**src/rtl/uart_pkg.sv**
```systemverilog
// Shared UART definitions: receiver state encoding, baud divider helper and
// default line parameters common to the receive and transmit sides.
package uart_pkg;

    localparam int UART_DEFAULT_CLK_FREQ  = 50000000;
    localparam int UART_DEFAULT_BAUD_RATE = 9600;
    localparam int UART_DEFAULT_DATA_BITS = 8;
    localparam int UART_DEFAULT_STOP_BITS = 1;
    localparam int UART_DEFAULT_OVERSAMPLE = 16;

    typedef enum logic [2:0] {
        ST_IDLE      = 3'd0,
        ST_START     = 3'd1,
        ST_DATA      = 3'd2,
        ST_PAR       = 3'd3,
        ST_STOP      = 3'd4,
        ST_WAIT_IDLE = 3'd5
    } uart_rx_state_t;

    // Clocks per oversample tick, rounded to nearest and never below 1.
    function automatic int uart_baud_div(input int clk_freq, input int baud, input int oversample);
        longint den;
        longint q;
        den = longint'(baud) * longint'(oversample);
        if (den < 1) begin
            return 1;
        end
        q = (longint'(clk_freq) + den / 2) / den;
        if (q < 1) begin
            q = 1;
        end
        return int'(q);
    endfunction

endpackage

```
**src/rtl/uart_baud_tick.sv**
```systemverilog
// Oversample tick generator.
// Ports:
//   clk   - system clock
//   rst   - asynchronous active-high reset
//   clear - holds the divider at its reload value (aligns ticks to a start edge)
//   tick  - one-cycle pulse every DIV clocks while clear is low
module uart_baud_tick #(
    parameter int DIV = 1
) (
    input  logic clk,
    input  logic rst,
    input  logic clear,
    output logic tick
);

    localparam int CW = (DIV > 1) ? $clog2(DIV) : 1;
    localparam logic [CW-1:0] RELOAD = CW'(DIV - 1);

    logic [CW-1:0] cnt;

    // Down-counter: terminal count at zero, then reload.
    always_ff @(posedge clk or posedge rst) begin
        if (rst) begin
            cnt <= '0;
        end else if (clear || cnt == '0) begin
            cnt <= RELOAD;
        end else begin
            cnt <= cnt - 1'b1;
        end
    end

    assign tick = (cnt == '0) && !clear;

endmodule

```
**src/rtl/uart_rx_oversampled.sv**
```systemverilog
// UART receive front end: 16x-style oversampling, 3-sample majority vote,
// stop-bit check, single-entry holding register on a valid/ready port.
// Optional feature macro: UART_RX_PARITY_EN (even parity bit after the data).
// Ports:
//   clk        - system clock
//   rst        - asynchronous active-high reset
//   rx         - serial line, idle high, asynchronous
//   data       - received character, LSB first on the line
//   data_valid - data holds an unconsumed character
//   data_ready - consumer accepts data
//   frame_err  - one-cycle pulse: bad stop bit (or parity mismatch)
//   overrun    - one-cycle pulse: character dropped, holding register full
//
// state        | meaning
// -------------+----------------------------------------------------------
// ST_IDLE      | divider cleared, waiting for synced falling edge
// ST_START     | validating start bit; voted 1 means false start
// ST_DATA      | shifting in DATA_BITS voted bits
// ST_PAR       | sampling even-parity bit (parity builds only)
// ST_STOP      | checking stop bit(s); loads character at last vote point
// ST_WAIT_IDLE | after framing error, wait for line high (break guard)
module uart_rx_oversampled
    import uart_pkg::*;
#(
    parameter int CLK_FREQ   = UART_DEFAULT_CLK_FREQ,
    parameter int BAUD_RATE  = UART_DEFAULT_BAUD_RATE,
    parameter int DATA_BITS  = UART_DEFAULT_DATA_BITS,
    parameter int STOP_BITS  = UART_DEFAULT_STOP_BITS,
    parameter int OVERSAMPLE = UART_DEFAULT_OVERSAMPLE
) (
    input  logic                 clk,
    input  logic                 rst,
    input  logic                 rx,
    output logic [DATA_BITS-1:0] data,
    output logic                 data_valid,
    input  logic                 data_ready,
    output logic                 frame_err,
    output logic                 overrun
);

    localparam int DIV    = uart_baud_div(CLK_FREQ, BAUD_RATE, OVERSAMPLE);
    localparam int SCNT_W = $clog2(OVERSAMPLE);
    localparam int BIDX_W = (DATA_BITS > 1) ? $clog2(DATA_BITS) : 1;

    localparam logic [SCNT_W-1:0] VOTE_LO   = SCNT_W'(OVERSAMPLE / 2 - 1);
    localparam logic [SCNT_W-1:0] VOTE_MID  = SCNT_W'(OVERSAMPLE / 2);
    localparam logic [SCNT_W-1:0] VOTE_HI   = SCNT_W'(OVERSAMPLE / 2 + 1);
    localparam logic [SCNT_W-1:0] SCNT_LAST = SCNT_W'(OVERSAMPLE - 1);
    localparam logic [BIDX_W-1:0] BIT_LAST  = BIDX_W'(DATA_BITS - 1);
    localparam logic              STOP_LAST = (STOP_BITS == 2);

`ifdef UART_RX_PARITY_EN
    localparam uart_rx_state_t AFTER_DATA = ST_PAR;
`else
    localparam uart_rx_state_t AFTER_DATA = ST_STOP;
`endif

    uart_rx_state_t       state;
    logic                 rx_meta;
    logic                 rx_sync;
    logic                 rx_prev;
    logic [SCNT_W-1:0]    scnt;
    logic [BIDX_W-1:0]    bit_idx;
    logic                 stop_idx;
    logic [DATA_BITS-1:0] shreg;
    logic                 v_lo;
    logic                 v_mid;
    logic                 tick;
    logic                 voted;
    logic                 at_vote;
    logic                 at_wrap;
    logic                 load_req;
`ifdef UART_RX_PARITY_EN
    logic                 par_bad;
`endif

    uart_baud_tick #(
        .DIV(DIV)
    ) u_baud_tick (
        .clk  (clk),
        .rst  (rst),
        .clear(state == ST_IDLE),
        .tick (tick)
    );

    // Third sample is the live synced value at the decision point.
    assign voted   = (v_lo & v_mid) | (v_lo & rx_sync) | (v_mid & rx_sync);
    assign at_vote = tick && (scnt == VOTE_HI);
    assign at_wrap = tick && (scnt == SCNT_LAST);

`ifdef UART_RX_PARITY_EN
    assign load_req = (state == ST_STOP) && at_vote && voted && (stop_idx == STOP_LAST) && !par_bad;
`else
    assign load_req = (state == ST_STOP) && at_vote && voted && (stop_idx == STOP_LAST);
`endif

    always_ff @(posedge clk or posedge rst) begin
        if (rst) begin
            state      <= ST_IDLE;
            rx_meta    <= 1'b1;
            rx_sync    <= 1'b1;
            rx_prev    <= 1'b1;
            scnt       <= '0;
            bit_idx    <= '0;
            stop_idx   <= 1'b0;
            shreg      <= '0;
            v_lo       <= 1'b1;
            v_mid      <= 1'b1;
            data       <= '0;
            data_valid <= 1'b0;
            frame_err  <= 1'b0;
            overrun    <= 1'b0;
`ifdef UART_RX_PARITY_EN
            par_bad    <= 1'b0;
`endif
        end else begin
            rx_meta   <= rx;
            rx_sync   <= rx_meta;
            rx_prev   <= rx_sync;
            frame_err <= 1'b0;
            overrun   <= 1'b0;

            if (tick && scnt == VOTE_LO) begin
                v_lo <= rx_sync;
            end
            if (tick && scnt == VOTE_MID) begin
                v_mid <= rx_sync;
            end

            if (state == ST_IDLE) begin
                scnt <= '0;
            end else if (tick) begin
                scnt <= (scnt == SCNT_LAST) ? '0 : scnt + 1'b1;
            end

            // A pending transfer frees the register for a same-cycle load.
            if (load_req) begin
                if (!data_valid || data_ready) begin
                    data       <= shreg;
                    data_valid <= 1'b1;
                end else begin
                    overrun <= 1'b1;
                end
            end else if (data_valid && data_ready) begin
                data_valid <= 1'b0;
            end

            case (state)
                ST_IDLE: begin
                    if (rx_prev && !rx_sync) begin
                        state <= ST_START;
`ifdef UART_RX_PARITY_EN
                        par_bad <= 1'b0;
`endif
                    end
                end
                ST_START: begin
                    if (at_vote && voted) begin
                        state <= ST_IDLE;
                    end else if (at_wrap) begin
                        state   <= ST_DATA;
                        bit_idx <= '0;
                    end
                end
                ST_DATA: begin
                    if (at_vote) begin
                        shreg <= {voted, shreg[DATA_BITS-1:1]};
                    end
                    if (at_wrap) begin
                        if (bit_idx == BIT_LAST) begin
                            state    <= AFTER_DATA;
                            stop_idx <= 1'b0;
                        end else begin
                            bit_idx <= bit_idx + 1'b1;
                        end
                    end
                end
`ifdef UART_RX_PARITY_EN
                ST_PAR: begin
                    if (at_vote && (voted != ^shreg)) begin
                        frame_err <= 1'b1;
                        par_bad   <= 1'b1;
                    end
                    if (at_wrap) begin
                        state    <= ST_STOP;
                        stop_idx <= 1'b0;
                    end
                end
`endif
                ST_STOP: begin
                    if (at_vote) begin
                        if (!voted) begin
                            frame_err <= 1'b1;
                            state     <= ST_WAIT_IDLE;
                        end else if (stop_idx == STOP_LAST) begin
                            // Leave mid stop bit so a following start edge is caught.
                            state <= ST_IDLE;
                        end
                    end else if (at_wrap) begin
                        stop_idx <= 1'b1;
                    end
                end
                ST_WAIT_IDLE: begin
                    if (rx_sync) begin
                        state <= ST_IDLE;
                    end
                end
                default: state <= ST_IDLE;
            endcase
        end
    end

endmodule
```
**config.mk**
```make
export PLATFORM = sky130hd
export DESIGN_NAME = uart_rx_oversampled
export DESIGN_NICKNAME = d
export VERILOG_FILES = /design/src/rtl/uart_pkg.sv /design/src/rtl/uart_baud_tick.sv /design/src/rtl/uart_rx_oversampled.sv
export SDC_FILE = /design/constraint.sdc
export NUM_CORES = 1
export LEC_CHECK = 0
export ABC_AREA = 0
export ABC_CLOCK_PERIOD_IN_PS = 2550
export BUFFER_PORTS_ARGS = -buffer_cell sky130_fd_sc_hd__clkbuf_2
export CAP_MARGIN = 20
export CORE_AREA = 2 2 63 65
export CTS_CLUSTER_SIZE = 24
export DETAILED_ROUTE_END_ITERATION = 12
export DIE_AREA = 0 0 65 67
export GPL_TIMING_DRIVEN = 1
export PLACE_DENSITY = 0.82
export SETUP_SLACK_MARGIN = 0.5
export SLEW_MARGIN = 10
export SYNTH_ARGS = -nofsm -noshare
export SYNTH_HDL_FRONTEND = slang
export SYNTH_SLANG_ARGS = --single-unit
```
**constraint.sdc**
```tcl
create_clock -name clk -period 2.55 [get_ports clk]
set_input_delay 0.1275 -clock clk [delete_from_list [all_inputs] [get_ports clk]]
set_output_delay 0.1275 -clock clk [all_outputs]
set_load 0.1 [all_outputs]
```
After elaboration in Yosys (flattened, before gate mapping). Index checks and enable logic that the tools add are counted.

Register bits: 44. Word-level logic and storage cells: 106. Input bits: 4. Output and inout port bits: 11.

Bitwise operators: 6. Reductions and logical operators: 28. $add $sub $neg: 3. Equality and inequality tests: 22. Muxes and demuxes: 32.

Operator list (count): 3-bit 2-to-1 mux (13); 2-bit inequality test, second input constant (10); 3-bit one-hot mux with 5 select lines (1); 4-bit equality test, second input constant (3); 1-bit 2-to-1 mux (12); 4-bit 2-to-1 mux (3); 1-bit logical AND (11); 5-bit AND reduction (2); 3-bit equality test, second input constant (3); 9-bit zero test (1); 9-bit 2-to-1 mux (1); 9-bit by 1-bit subtractor with 9-bit output, second input constant (1); 2-bit nonzero test (4); 7-bit AND reduction (1); 3-bit inequality test, second input constant (2); 3-bit one-hot mux with 2 select lines (1); 2-bit AND reduction (3); 4-bit by 1-bit adder with 4-bit output, second input constant (1); 4-bit by 3-bit equality test with 1-bit output, second input constant (1); 3-bit by 1-bit adder with 3-bit output, second input constant (1); 1-bit bitwise AND (3); 3-bit by 1-bit equality test with 1-bit output, second input constant (1); 3-bit by 2-bit equality test with 1-bit output, second input constant (1); 1-bit zero test (3); 6 further kinds (8).

Logic depth before layout (Yosys ltp).
Depth after elaboration: 9. Depth in mapped cells: 7. Mapped depth without buffers: 6.

By module. Synthesis repeated with hierarchy kept, for this count alone.

Cell total of the unflattened synthesis: 172. Area total of the unflattened synthesis: 2110.8 um2.

By module, submodules not included: uart_rx_oversampled (area an instance 1650.3 um2, sequential area each 882.1 um2, cells an instance 127, times used 1); uart_baud_tick (area an instance 460.4 um2, sequential area each 225.2 um2, cells an instance 45, times used 1).

Worst setup path before layout. OpenSTA, ideal clock, no wires.

Path kind: reg2reg. From: register u_baud_tick.cnt[0]. To: register data[0]. Arrival time: 2014 ps. Stages on the path, launching flop included: 7. Data required time: 2425 ps. Period minus slack after synthesis: 2140 ps. Buffers on the path: 0. Path slack: 410 ps. Path through: dfrtp_1 -> inv_1 -> ha_1 -> nor3b_2 -> nand4_4 -> nor4b_4 -> mux2_2.

Word-level cells in the longest chain between the ends: 7.

Ends and longest elaborated chain: start: declaration (RTL line uart_baud_tick.sv:19) `logic [CW-1:0] cnt;`; start signal: assignment (RTL line uart_baud_tick.sv:28) `cnt <= cnt - 1'b1;`; 9-bit zero test (RTL line uart_baud_tick.sv:32) `assign tick = (cnt == '0) && !clear;`; 1-bit logical AND (RTL line uart_baud_tick.sv:32); 1-bit logical AND (RTL line uart_rx_oversampled.sv:88) `assign at_vote = tick && (scnt == VOTE_HI);`; 1-bit logical AND (3 in a row) (RTL line uart_rx_oversampled.sv:94) `assign load_req = (state == ST_STOP) && at_vote && voted && (stop_idx == STOP_LAST);`; 2-bit AND reduction (no source line); end signal: assignment (RTL line uart_rx_oversampled.sv:139) `data <= shreg;`; end: declaration (RTL line uart_rx_oversampled.sv:34) `output logic [DATA_BITS-1:0] data,`.

Every way passes these cells. A chain may end at the register's enable or synchronous reset.

Final worst setup path.
From: register u_baud_tick.cnt[1]. To: register data[1].

Same word-level chain as after synthesis.

==> results.sh <==
export IMPL_grt_max_degree=45
export IMPL_synthesis_nets=190
export IMPL_synth_area_leaders="dfrtp_1 46%, mux2_2 10%, dfstp_2 6.3%"
export IMPL_min_period_over_period_pct=77.0
export IMPL_coreArea_sq_um=3610
export IMPL_fp_row_count=22
export IMPL_antenna_found_initial=0
export IMPL_hold_viol=0
export IMPL_synth_edff_count=0
export IMPL_hpwlAfterDp_mm=3.15
export IMPL_area_growth_syn_to_layout_pct=17.4
export IMPL_crit_fanout=6
export IMPL_first_pass_iters=4
export IMPL_via_count=1497
export IMPL_drc=0
export IMPL_die_h_um=67
export IMPL_pin_count=15
export IMPL_synthCells=179
export IMPL_status="finished clean"
export IMPL_drt_initial_drc_count=81
export IMPL_netlist_area_sq_um=2100
export IMPL_viasPerCell=5.80
export IMPL_ys_flop_type="dfrtp_1"
export IMPL_h_tree_depth=2
export IMPL_clk_pin_slew_worst_paths_ns=0.09
export IMPL_synth_top_cell_by_area="dfrtp_1"
export IMPL_port_buffers=14
export IMPL_cts_root_buf="clkbuf_8"
export IMPL_gr_total_overflow=0
export IMPL_min_delay_path_class="in2reg"
export IMPL_grtUsageTotal_pct=22.4
export IMPL_synth_cell_type_count=41
export IMPL_cts_sinks=44
export IMPL_setup_violations=0
export IMPL_drv_slew=0
export IMPL_endpoint_kind="register"
export IMPL_tns_ns=0
export IMPL_ys_warn_count=0
export IMPL_initial_utilization_pct=58.2
export IMPL_yosysSeqAreaShare_pct=52.7
export IMPL_final_setup_skew_ns=0.00993
export IMPL_critical_path_top_delay_family="simple AND/OR/NAND/NOR gates"
export IMPL_fp_dieArea_sq_um=4360
export IMPL_synth_async_reset_ratio_pct=100
export IMPL_place_inst=240
export IMPL_final_layout_size_suffix_gt1_share_pct=33.8
export IMPL_nNetsFinal=220
export IMPL_cp_num_buf_inv=2
export IMPL_synth_top_area_share_pct=46.5
export IMPL_max_cap_violations=0
export IMPL_worst_pin_slew_ns=0.552
export IMPL_totalPowerFinal_mw=1.72
export IMPL_cts_tree="yes"
export IMPL_grt_pass1_vias=1500
export IMPL_slew_headroom_pct=63.2
export IMPL_cp_data_arrival_time_ns=2.15
export IMPL_finalWorstPathRequiredPeriod_ns=1.96
export IMPL_max_freq_ghz=0.509
export IMPL_leakage_nw=1.13
export IMPL_grt_setup_unrepaired="yes"
export IMPL_slowest_stage="dfrtp_1"
export IMPL_clock_latency_ns=0.30
export IMPL_drt_wl_total_mm=4.37
export IMPL_synth_commonest_cells="39 x dfrtp_1, 19 x mux2_2, 13 x nand2_1"
export IMPL_start_kind="register"
export IMPL_yosysMostFrequentCell="dfrtp_1"
export IMPL_critical_path_class="reg2reg"
export IMPL_ant_nets=0
export IMPL_worstPathCellList="inv_1, ha_1, nor3b_4, nand4_4, nor4b_4, buf_4, mux2_2"
export IMPL_slowest_delay_ns=0.40
export IMPL_required_ns=2.74
export IMPL_grt_pass1_wl_mm=7.15
export IMPL_place_congestion=0.778
export IMPL_avgSynthCellArea_sq_um=11.7
export IMPL_clk_path_buf_depth=2
export IMPL_n_antenna_cell=0
export IMPL_wire_per_inst_um=17.0
export IMPL_final_cells=258
export IMPL_powerDensity_nw_per_um2=696
export IMPL_ys_ff_latch=44
export IMPL_die_x_um=65
export IMPL_cts_made_buffers=5
export IMPL_ir_worst_vdd_mv=0.469
[registers in the layout (all words and copies together) (netlist names)]
register,cells
bit_idx,3
data,8
shreg,8
rx_meta,1
v_lo,1
scnt,4
frame_err,1
u_baud_tick.cnt,9
rx_prev,1
data_valid,1
stop_idx,1
v_mid,1
rx_sync,1
state,3
overrun,1
[cell usage in the layout (no fill, tap or decap), types with 2 or more instances in the layout]
master	count
dfrtp_1	37
mux2_2	19
clkbuf_2	14
nand2_1	13
buf_4	12
nor2_1	10
inv_1	7
nand3_1	6
a21oi_1	5
nand4_1	5
o21ai_0	5
xnor2_1	5
ha_1	5
clkbuf_8	5
dfstp_2	5
or3_1	3
nor3b_1	3
nor3_1	3
nor4_1	3
nand2b_1	3
nor3_2	2
and3_1	2
a31oi_1	2
a22o_1	2
a211o_1	2
a211oi_1	2
xor2_1	2
ha_2	2
clkinv_4	2
dlygate4sd3_1	2
dfrtp_2	2
[tightest hold or removal path, stage by stage]
cell and delay, ns:
clkbuf_2 0.07, nand2b_1 0.14, nor2_1 0.06
[cell type report]
type,count,area [sq um]
Clock buffer,5,68.8
Clock inverter,3,47.5
Fill cell,272,1140
Inverter,8,30.0
Multi-Input combinational cell,122,968
Sequential cell,44,1110
Tap cell,48,60.1
Timing Repair Buffer,28,180
[per-layer routing]
layer / routed length, um / track usage [%]
met1: 1790 / 26.0
met5: 0 / 0
met4: 85 / 9.57
met3: 135 / 4.73
met2: 2360 / 40.1
[repair_timing]
item,in CTS,in global routing
pin swaps,2,3
endpoints found under the setup margin,19,20
resized for setup,1,7
setup buffers,5,3
hold endpoints to repair,40,0
hold buffers,2,0
[cells by family after synthesis]
kind of cell	count (synthesis)	share of synthesized area (%)
muxes	19	10.2
AOI/OAI and AO/OA	22	7.03
DFF	44	52.7
xor gates and xnor gates	7	2.92
and+or+nand+nor	66	20.1
buffers and inverters	13	2.32
adders and majority gates	8	4.65
[power breakdown]
| part | switching (mW) | internal [mW] |
|---|---|---|
| clock network | 0.248 | 0.295 |
| registers | 0.103 | 0.778 |
| logic | 0.156 | 0.136 |
| total | 0.506 | 1.21 |
[final timing paths]
check,depth (start not counted),slack [ns],start,to
setup reg to reg,7,0.59,u_baud_tick.cnt[1],data[1]
max in group asynchronous,4,1.64,rst,state[2]
hold / removal,3,0.14,data_ready,overrun
min in group asynchronous,4,0.52,rst,u_baud_tick.cnt[1]
hold reg to reg,0,0.36,rx_meta,rx_sync
setup / recovery,7,0.59,u_baud_tick.cnt[1],data[1]
[through the flow]
stage               instance area (sq um)  util [%]  hold WS, ns  setup slack, ns
global route                         2460      68.4        0.154            0.481
global placement                     2250      62.3        0.218            0.414
detailed placement                   2250      62.3        0.218            0.257
finish                               2460      68.4        0.136            0.586
CTS                                  2420      67.2        0.133            0.521
floorplan                            2110         -        0.132            0.489
Note: power is estimated with default switching activity, not from simulation.
